--- config.mk ---
export PLATFORM = sky130hd
export DESIGN_NAME = dram_cmd_scheduler
export DESIGN_NICKNAME = d
export VERILOG_FILES = /design/src/rtl/dram_pkg.sv /design/src/rtl/refresh_timer.sv /design/src/rtl/dram_cmd_scheduler.sv
export SDC_FILE = /design/constraint.sdc
export NUM_CORES = 1
export LEC_CHECK = 0
export ABC_AREA = 1
export CAP_MARGIN = 15
export CORE_MARGIN = 4
export CORE_UTILIZATION = 50
export CTS_CLUSTER_DIAMETER = 40
export DETAILED_ROUTE_END_ITERATION = 10
export GPL_ROUTABILITY_DRIVEN = 0
export PLACE_DENSITY = 0.74
export SETUP_SLACK_MARGIN = 0.1
export SLEW_MARGIN = 20
export SYNTH_ARGS = -nofsm -noshare
export SYNTH_HDL_FRONTEND = slang
export SYNTH_HIERARCHICAL = 1
export SYNTH_SLANG_ARGS = --single-unit
--- constraint.sdc ---
create_clock -name CLK -period 5.5 [get_ports CLK]
set_input_delay 1.65 -clock CLK [delete_from_list [all_inputs] [get_ports CLK]]
set_output_delay 1.65 -clock CLK [all_outputs]
set_load 0.01 [all_outputs]
--- src/rtl/dram_pkg.sv ---
// Shared types and constants for the DRAM command scheduler.
package dram_pkg;

   localparam int REFI_CYCLES_DEFAULT = 1560;
   localparam int PEND_BITS           = 4;
   localparam logic [PEND_BITS-1:0] PEND_MAX = 4'd8;

   typedef enum logic [1:0] {
      INIT    = 2'd0,
      IDLE    = 2'd1,
      BUSY    = 2'd2,
      REFRESH = 2'd3
   } sched_state_t;

   typedef enum logic [1:0] {
      ROW_CLOSED   = 2'd0,
      ROW_HIT      = 2'd1,
      ROW_CONFLICT = 2'd2
   } row_stat_t;

endpackage

--- src/rtl/refresh_timer.sv ---
// Refresh interval down-counter with a saturating count of refreshes owed.
module refresh_timer
   import dram_pkg::*;
#(
   parameter int REFI_CYCLES = REFI_CYCLES_DEFAULT
) (
   input  logic                 CLK,
   input  logic                 nRST,
   input  logic                 en,
   input  logic                 dec,
   output logic [PEND_BITS-1:0] pending
);

   localparam int TW = (REFI_CYCLES > 1) ? $clog2(REFI_CYCLES) : 1;
   localparam logic [TW-1:0] RELOAD = TW'(REFI_CYCLES - 1);

   logic [TW-1:0] timer;
   logic          due;

   assign due = en && (timer == '0);

   always_ff @(posedge CLK) begin
      if (!nRST) begin
         timer <= RELOAD;
      end else if (en) begin
         timer <= due ? RELOAD : timer - TW'(1);
      end
   end

   // Simultaneous due and service cancel out.
   always_ff @(posedge CLK) begin
      if (!nRST) begin
         pending <= '0;
      end else if (due && !dec) begin
         if (pending != PEND_MAX) pending <= pending + PEND_BITS'(1);
      end else if (dec && !due) begin
         if (pending != '0) pending <= pending - PEND_BITS'(1);
      end
   end

endmodule

--- src/rtl/dram_cmd_scheduler.sv ---
// Two-requester DRAM command scheduler with refresh priority and open-row tracking.
//   state   | meaning
//   INIT    | waiting for device init_done, everything quiet
//   IDLE    | pick refresh (if owed) or round-robin grant a request
//   BUSY    | drive dREN/dWEN for the latched access until ram_wait drops
//   REFRESH | hold rf_req until tREF_done, then close all banks
module dram_cmd_scheduler
   import dram_pkg::*;
#(
   parameter int REFI_CYCLES = REFI_CYCLES_DEFAULT,
   parameter int ROW_BITS    = 15,
   parameter int BANK_BITS   = 2
) (
   input  logic                 CLK,
   input  logic                 nRST,
   input  logic                 req0_valid,
   input  logic                 req0_we,
   input  logic [BANK_BITS-1:0] req0_bank,
   input  logic [ROW_BITS-1:0]  req0_row,
   output logic                 req0_ack,
   input  logic                 req1_valid,
   input  logic                 req1_we,
   input  logic [BANK_BITS-1:0] req1_bank,
   input  logic [ROW_BITS-1:0]  req1_row,
   output logic                 req1_ack,
   input  logic                 init_done,
   input  logic                 ram_wait,
   input  logic                 tREF_done,
   output logic                 dREN,
   output logic                 dWEN,
   output logic                 rf_req,
   output row_stat_t            row_stat,
   output logic [BANK_BITS-1:0] sel_bank,
   output logic [ROW_BITS-1:0]  sel_row
);

   localparam int NBANKS = 2 ** BANK_BITS;

   sched_state_t         state, state_nxt;
   logic [PEND_BITS-1:0] pending;
   logic                 any_req, grant, gnt_sel, complete, rf_dec;
   logic                 we_l, gnt_l, last_gnt;
   logic [BANK_BITS-1:0] bank_l;
   logic [ROW_BITS-1:0]  row_l;
   logic [NBANKS-1:0]    open_vld;
   logic [ROW_BITS-1:0]  open_row [NBANKS];

   refresh_timer #(.REFI_CYCLES(REFI_CYCLES)) u_rt (
      .CLK     (CLK),
      .nRST    (nRST),
      .en      (state != INIT),
      .dec     (rf_dec),
      .pending (pending)
   );

   assign any_req  = req0_valid | req1_valid;
   // With both valid, hand the grant to whoever did not win last time.
   assign gnt_sel  = (req0_valid && req1_valid) ? ~last_gnt : req1_valid;
   assign grant    = (state == IDLE) && (pending == '0) && any_req;
   assign complete = (state == BUSY) && !ram_wait;
   assign rf_dec   = (state == REFRESH) && tREF_done;

   always_ff @(posedge CLK) begin
      if (!nRST) state <= INIT;
      else       state <= state_nxt;
   end

   always_comb begin
      state_nxt = state;
      case (state)
         INIT:    if (init_done) state_nxt = IDLE;
         IDLE: begin
            if (pending != '0)  state_nxt = REFRESH;
            else if (any_req)   state_nxt = BUSY;
         end
         BUSY:    if (!ram_wait) state_nxt = IDLE;
         REFRESH: if (tREF_done) state_nxt = IDLE;
         default: state_nxt = INIT;
      endcase
   end

   always_ff @(posedge CLK) begin
      if (!nRST) begin
         we_l     <= 1'b0;
         gnt_l    <= 1'b0;
         last_gnt <= 1'b1;
         bank_l   <= '0;
         row_l    <= '0;
      end else if (grant) begin
         gnt_l    <= gnt_sel;
         last_gnt <= gnt_sel;
         we_l     <= gnt_sel ? req1_we   : req0_we;
         bank_l   <= gnt_sel ? req1_bank : req0_bank;
         row_l    <= gnt_sel ? req1_row  : req0_row;
      end
   end

   always_ff @(posedge CLK) begin
      if (!nRST) begin
         open_vld <= '0;
         for (int b = 0; b < NBANKS; b++) open_row[b] <= '0;
      end else if (rf_dec) begin
         open_vld <= '0;
      end else if (complete) begin
         open_vld[bank_l] <= 1'b1;
         open_row[bank_l] <= row_l;
      end
   end

   always_comb begin
      dREN     = 1'b0;
      dWEN     = 1'b0;
      rf_req   = 1'b0;
      row_stat = ROW_CLOSED;
      sel_bank = '0;
      sel_row  = '0;
      req0_ack = 1'b0;
      req1_ack = 1'b0;
      case (state)
         BUSY: begin
            dREN     = ~we_l;
            dWEN     = we_l;
            sel_bank = bank_l;
            sel_row  = row_l;
            if (!open_vld[bank_l])             row_stat = ROW_CLOSED;
            else if (open_row[bank_l] == row_l) row_stat = ROW_HIT;
            else                                row_stat = ROW_CONFLICT;
            // A reset landing on the completion cycle abandons the access.
            if (!ram_wait && nRST) begin
               req0_ack = ~gnt_l;
               req1_ack = gnt_l;
            end
         end
         REFRESH: rf_req = 1'b1;
         default: ;
      endcase
   end

endmodule
After elaboration in Yosys (flattened, before gate mapping)
Memories as Yosys holds them, arrays and structs flattened. A register that Yosys moved wholly into a read port is not among the register bits.
Cells that the tools add are included.
{"block": "word_totals", "ramBits": 60, "word_cells": 96, "n_memories": 1, "out_inout_bits": 24, "ff_bits": 41, "inputBits": 43}
{"block": "op_classes", "eq_ne": 10, "reduce_logical": 24, "mux": 41, "order_cmp": 2, "bitwise": 6, "n_addsub": 3}
{"memory": "open_row", "words": 4, "word_bits": 15, "rd": 1, "rd_clocked_by_memory_dff": 1, "write_ports": 4, "line": "dram_cmd_scheduler.sv:46", "text": "logic [ROW_BITS-1:0] open_row [NBANKS];"}
{"operator": "15-bit two-way mux", "n": 3}
{"operator": "2-bit two-way mux", "n": 13}
{"operator": "1-bit two-way mux", "n": 17}
{"operator": "4-bit two-way mux", "n": 4}
{"operator": "15-bit equality test", "n": 1}
{"operator": "15-bit OR reduction", "n": 1}
{"operator": "11-bit logical NOT", "n": 1}
{"operator": "11-bit two-way mux", "n": 1}
{"operator": "11-bit by 1-bit subtractor with 11-bit output, second input constant", "n": 1}
{"operator": "1-bit logical AND", "n": 10}
{"operator": "2-bit inequality test, second input constant", "n": 4}
{"operator": "2-bit one-hot mux with 4 select lines", "n": 1}
{"operator": "2-bit nonzero test", "n": 3}
{"operator": "4-bit by 1-bit adder with 4-bit output, second input constant", "n": 1}
{"operator": "2-bit equality test, second input constant", "n": 2}
{"operator": "4-bit logical NOT", "n": 1}
{"operator": "4-bit inequality test, second input constant", "n": 1}
{"operator": "1-bit inverter", "n": 4}
{"operator": "4-bit OR", "n": 1}
{"operator": "4-bit AND reduction", "n": 1}
{"operator": "4-bit nonzero test", "n": 1}
{"operator": "4-bit by 1-bit subtractor with 4-bit output, second input constant", "n": 1}
{"operator": "1-bit logical NOT", "n": 3}
{"operator": "2-bit by 3-bit less-than comparator with 1-bit output, second input constant", "n": 1}
{"operator": "9 further kinds", "n": 9}

Logic depth before layout (Yosys ltp)
Gate-level depths: netlist of the first run.
{"block": "depth", "word_depth": 8, "mapped_depth": 15, "ltp_nobuf": 15}

Cells and area by module
The synthesis of the first run kept the hierarchy.
{"module": "dram_cmd_scheduler", "instances": 1, "cells_per_inst": 515, "seq_area_each_um2": 2362.3, "area_each_um2": 4170.2}
{"module": "refresh_timer", "instances": 1, "cells_per_inst": 133, "seq_area_each_um2": 300.3, "area_each_um2": 879.6}

Worst setup path before layout of the first run
OpenSTA, ideal clock, no wires.
{"block": "synth_timing", "path_kind": "input -> output", "startpoint": "in ram_wait", "endpoint": "out req0_ack", "path_stages": 4, "setup_slack_ns": 1.574, "t_arrival_ns": 2.276, "required_ns": 3.850, "path_buffers": 1, "path_cell_list": "nor2_4 -> nand2_1 -> buf_2 -> nor2_1"}
{"block": "synth_between", "elab_chain_len": 4}
{"element": "from (decl)", "line": "dram_cmd_scheduler.sv:27", "text": "input logic ram_wait,"}
{"element": "1-bit logical NOT", "line": "dram_cmd_scheduler.sv:129", "text": "if (!ram_wait && nRST) begin"}
{"element": "1-bit logical AND", "line": "dram_cmd_scheduler.sv:129"}
{"element": "1-bit two-way mux", "line": "dram_cmd_scheduler.sv:129"}
{"element": "1-bit two-way mux", "line": "dram_cmd_scheduler.sv:119", "text": "case (state)"}
{"element": "to (decl)", "line": "dram_cmd_scheduler.sv:20", "text": "output logic req0_ack,"}
No other way between the ends.

Final worst setup path of the first run
Same ends and word-level chain as after synthesis.

==> results of run 1 <==
[cell families (layout without fill, tap and decap cells)]
group	count (synthesis)	after routing
AO/OA/AOI/OAI	57	57
XOR/XNOR	3	3
flip-flops	103	103
adder cells (fa/ha/maj)	6	6
AND/OR/NAND/NOR	394	394
buffers and inverters	85	148
[cells in the final DEF (no fill, tap or decap), types with 2 or more instances in the layout]
cell type / instances
inv_1: 57
nor2_2: 2
buf_4: 6
nand3_1: 65
clkdlybuf4s50_1: 66
o21bai_1: 2
nor2_4: 2
xor2_1: 3
nor3_1: 11
nand2_2: 3
a31oi_1: 18
nand2_1: 195
a21oi_1: 10
nand4_1: 2
inv_2: 2
edfxtp_1: 60
o21ai_0: 21
o22ai_1: 2
inv_6: 2
ha_1: 5
nor2_1: 113
dfxtp_1: 43
clkbuf_8: 9
[state kept, by name, indices dropped and copies added (netlist names), named ones only]
name	flops
state	2
open_row	60
row_l	15
we_l	1
u_rt/timer	11
bank_l	2
last_gnt	1
u_rt/pending	4
open_vld	4
gnt_l	1
[cell type report]
class / instances / area (um^2) / share of cell area [%]
Sequential cell: 103 / 2660 / 44.4
Multi-Input combinational cell: 460 / 2050 / 34.1
Timing Repair Buffer: 72 / 706 / 11.8
Inverter: 60 / 225 / 3.76
Tap cell: 133 / 166 / 2.77
Clock buffer: 11 / 154 / 2.57
Clock inverter: 5 / 36.3 / 0.605
[per-layer routing]
metal / track usage, % / share of wire [%] / up-vias
met3: 4.24 / 8.4 / 15
met2: 36.7 / 48 / 182
met5: 0 / 0 / -
met1: 30.8 / 43 / 2043
li1: - / - / 2215
met4: 7.21 / 1.4 / 0
[worst paths after layout]
kind	start	endpoint	cells after the start
worst max-delay path	ram_wait	req0_ack	5
worst min-delay path	open_vld[1]	open_vld[1]	2
worst max register to register	state[1]	open_row[3][12]	6
worst min register to register	open_vld[1]	open_vld[1]	2
[where the power goes]
part           internal, W  leakage, nW  switching, W
Clock             0.000197       0.0988      0.000268
Sequential        0.000856        0.971     0.0000274
Combinational     0.000106         1.28      0.000196
[metrics by stage]
stage	std cells	utilization, %	hold WS (ns)
5_1_grt	844	61.1	0.486
6_report	844	61.1	0.474
4_1_cts	844	61.1	0.470
2_1_floorplan	648	-	0.429
3_3_place_gp	828	59.1	0.439
3_5_place_dp	828	59.1	0.457
[critical path, cell delays in order]
cell and delay [ns]:
clkdlybuf4s50_1 0.46, nor2_4 0.24, nand2_1 0.14, nor2_1 0.11, clkdlybuf4s50_1 0.54
==> out/summary.txt, run 1 <==
Largest net degree at the start of global routing: 40
Yosys reg bits: 103
Vias post-DR: 4455
Reg2Reg Setup Slack: 2.98 ns
CTS clk-pin slew, worst paths: 0.09 ns
F_max: 209 MHz
WP data arrival: 3.14 ns
Post-Synth XOR/XNOR Area: 0.520%
Vias in the first global route: 4218
Cells after Synth: 648
Clk Latency, worst-skew pair: 0.37 ns
Synth Flop Type: edfxtp_1
P&R area growth vs syn: 18.8%
CTS tree: built
Routed vias/inst: 5.28
Fillers: 906
Die height: 108 um
Max-Cap Viols: 0
Synth top cells by count: nand2_1 (195), nor2_1 (113), nand3_1 (65)
Core area: 9820 um^2
Final setup violating endpoints: 0
Final Hold Fails: 0
Pre-antenna DRT Iters: 5
Setup TNS: 0 ns
Area leader, netlist: edfxtp_1
Seq/Total Area, Yosys: 52.7%
Synth top area cells: edfxtp_1 (36%), dfxtp_1 (17%), nand2_1 (14%)
Clock Sinks: 103
Synth top area share: 35.7%
WP data required: 3.85 ns
Setup CP Type: input pin to output port
Syn Area/Cell: 7.79 um^2
Netlist Area Pre-Place: 5050 um^2
Layout Skew: 0.0179 ns
RSZ-0062 raised after global routing: no
CP Capture Type: output port
CTS H-tree depth: 3
Post-synthesis adder-cell area fraction: 1.64%
Final net count: 755
Max-slew violation count: 0
CTS resizes: 0
Pre-CTS setup slack: 0.717 ns
Post-Synthesis Net Count: 697
Overall Power: 0.00165 W
Compound-Gate Fraction of Synth Area: 6.44%
Number of antenna repair diodes: 0
Power density over cell area: 275 nW/um^2
Total number of placement rows: 36
Ports: 67
Post-synthesis mux area share: 0%
Cell Area, Placed: 5810 um^2
Post-CTS setup buffers: 0
Number of enable flip-flop cells after synthesis: 60
Global-route wire length before repair: 20600 um
Die ar.: 11800 um^2
Drc violations: 0
PortBufs: 66
Maximum fanout along the worst path: 8
Status: finished, final reports clean
Longest Clk Path Bufs: 2
HP Class: flip-flop to flip-flop
DR iter-0 viols: 312
Simple-gate share of the synthesized area: 31.9%
Cts hold-fix bufs: 0
Clock root buffer master: clkbuf_8
Number of distinct library cells after synthesis: 29
Yosys warning total: 6
Leading cell type by number of instances after synthesis: nand2_1
Final instance area: 6000 um^2
Largest family of logic cells by synthesized area: simple AND/OR/NAND/NOR gates
Share of cells above drive strength 1: 4.64%
Total GRT Usage: 22.6%
Slew @ Worst Pin: 0.910 ns
DRT Wirelength: 12600 um
Initial antenna violation count: 0
Worst VDD drop: 130 uV
Final period util: 87.2%
Die width: 108 um
Min Tclk post-route: 4.79 ns
Leak pwr: 2.35 nW
Starting Density: 51.4%
CTS Buf Count: 9
Post-DRT Antenna Nets: 0
Ys async rst share: 0%
Slew Limit Headroom: 39.3%
HPWL Detailed: 8480 um
Total congestion overflow: 0
Avg WL per Cell: 15.0 um
Worst setup SP type: input pin
Setup WS post-layout: 0.705 ns
Note: power is estimated with default switching activity, not from simulation.
==> inputs of run 2 (changes only) <==
--- a/config.mk
+++ b/config.mk
@@ -7,7 +7,7 @@
 export LEC_CHECK = 0
 export ABC_AREA = 1
 export CAP_MARGIN = 15
-export CORE_MARGIN = 4
+export CORE_MARGIN = 5
 export CORE_UTILIZATION = 50
 export CTS_CLUSTER_DIAMETER = 40
 export DETAILED_ROUTE_END_ITERATION = 10
==> out/summary.txt, run 2 (same netlist as run 1, synthesis figures left out) <==
Status: finished, final reports clean
WP data arrival: 3.15 ns (about the same)
Starting Density: 51.4% (unchanged)
Ports: 67 (unchanged)
Storage element area: 2660 um^2 (unchanged)
Min Hold Slack: 0.467 ns (-0.00676 ns)
HP Class: flip-flop to flip-flop
Clk Latency, worst-skew pair: 0.37 ns (about the same)
Pre-antenna DRT Iters: 7 (+2)
CTS resizes: 0 (unchanged)
CTS Buf Count: 9 (unchanged)
Post-DRT Antenna Nets: 0 (unchanged)
Die ar.: 12200 um^2 (+3.7%)
CTS tree: built
Share of cells above drive strength 1: 4.64% (unchanged)
Largest net degree at the start of global routing: 40 (unchanged)
Fillers: 895 (-1.2%)
Die width: 110 um (+1.8%)
Largest register FFs: 60 (unchanged)
DRT Wirelength: 12700 um (+0.36%)
Vias in the first global route: 4418 (+4.7%)
F_max: 208 MHz (-0.13%)
HPWL Detailed: 8680 um (+2.3%)
DR iter-0 viols: 295 (-5.4%)
Power density over cell area: 277 nW/um^2 (+0.56%)
Worst VDD drop: 148 uV (+13%)
CTS H-tree depth: 3 (unchanged)
Final Hold Fails: 0 (unchanged)
Longest Clk Path Bufs: 2 (unchanged)
Worst setup SP type: input pin
Final setup violating endpoints: 0 (unchanged)
Maximum fanout along the worst path: 8 (unchanged)
Setup WS post-layout: 0.699 ns (-0.00606 ns)
WP data required: 3.85 ns (about the same)
Most common cell after layout, fill and taps aside: nand2_1
Max-Cap Viols: 0 (unchanged)
Core area: 9820 um^2 (unchanged)
CTS clk-pin slew, worst paths: 0.09 ns (about the same)
Total GRT Usage: 20.6% (-2.0 points)
Layout Skew: 0.0111 ns (-0.00681 ns)
Max-slew violation count: 0 (unchanged)
CP Capture Type: output port
Biggest register: open_row
Total number of placement rows: 36 (unchanged)
Final period util: 87.3% (+0.11 points)
Min Tclk post-route: 4.80 ns (+0.00606 ns)
P&R area growth vs syn: 18.9%
Clock Sinks: 103 (unchanged)
Initial antenna violation count: 0 (unchanged)
Global-route wire length before repair: 20700 um (+0.14%)
Cts hold-fix bufs: 0 (unchanged)
Leak pwr: 2.36 nW (+0.11%)
Pre-CTS setup slack: 0.707 ns (-0.0106 ns)
Final net count: 755 (unchanged)
PortBufs: 66 (unchanged)
Vias post-DR: 4477 (+0.49%)
Setup CP Type: input pin to output port
Largest registers: open_row: 60 flops, row_l: 15 flops, u_rt/timer: 11 flops
Number of antenna repair diodes: 0 (unchanged)
Post-CTS setup buffers: 0 (unchanged)
Most frequent cells in the layout: nand2_1 (195), nor2_1 (113), clkdlybuf4s50_1 (66)
RSZ-0062 raised after global routing: no
Avg WL per Cell: 15.0 um (+0.36%)
Routed vias/inst: 5.30 (+0.49%)
Multi-input combinational cell area: 2050 um^2 (unchanged)
Drc violations: 0 (unchanged)
Die height: 110 um (+1.8%)
Slew Limit Headroom: 37.4% (-1.9 points)
Clock root buffer master: clkbuf_8
Setup TNS: 0 ns (unchanged)
Total congestion overflow: 0 (unchanged)
Slew @ Worst Pin: 0.938 ns (+0.0282 ns)
-- run 2: cell types whose count changed in the layout (fill, tap and decap cells not counted), sizes merged --
| cell | before | now |
|---|---|---|
| clkinv | 2 | 3 |
| inv | 62 | 61 |
-- run 2: critical path, cell delays in order --
cell,delay [ns]
clkdlybuf4s50_1,0.47
nor2_4,0.24
nand2_1,0.14
nor2_1,0.11
clkdlybuf4s50_1,0.54
-- run 2: layout make-up --
| class | count | share of cell area, % |
|---|---|---|
| Inverter | 60 | 3.75 |
| Clock inverter | 5 | 0.604 |
| Timing Repair Buffer | 72 | 11.8 |
| Clock buffer | 11 | 2.71 |
| Multi-Input combinational cell | 460 | 34.1 |
| Sequential cell | 103 | 44.3 |
| Tap cell | 133 | 2.77 |
-- run 2: power breakdown --
group	switching (W)	leakage, nW	total (W)	internal [W]
Sequential	0.0000278	0.971	0.000884	0.000856
Clock	0.000270	0.101	0.000477	0.000207
Combinational	0.000195	1.28	0.000301	0.000106
-- run 2: metrics by stage --
stage	cells	instance area, um^2	utilization (%)	total power (W)
after CTS	844	6010	61.2	0.00167
final	844	6010	61.2	0.00166
after global placement	828	5810	59.1	0.00119
after global routing	844	6010	61.2	0.00175
after detailed placement	828	5810	59.1	0.00120
after floorplan	648	5050	-	0.00109
-- run 2: final timing paths --
check / endpoint / cells after the start / slack (ns) / start
max: req1_ack / 5 / 0.70 / ram_wait
min: open_vld[3] / 2 / 0.47 / open_vld[3]
max reg2reg: open_row[3][8] / 6 / 2.98 / state[1]
min reg2reg: open_vld[3] / 2 / 0.47 / open_vld[3]
-- run 2: layer usage --
layer	global-route usage [%]	part of all wire (%)	up-vias
met3	3.88	9.5	32
met4	8.87	2.3	0
met2	33.2	47	208
li1	-	-	2218
met5	0	0	-
met1	27.2	41	2019
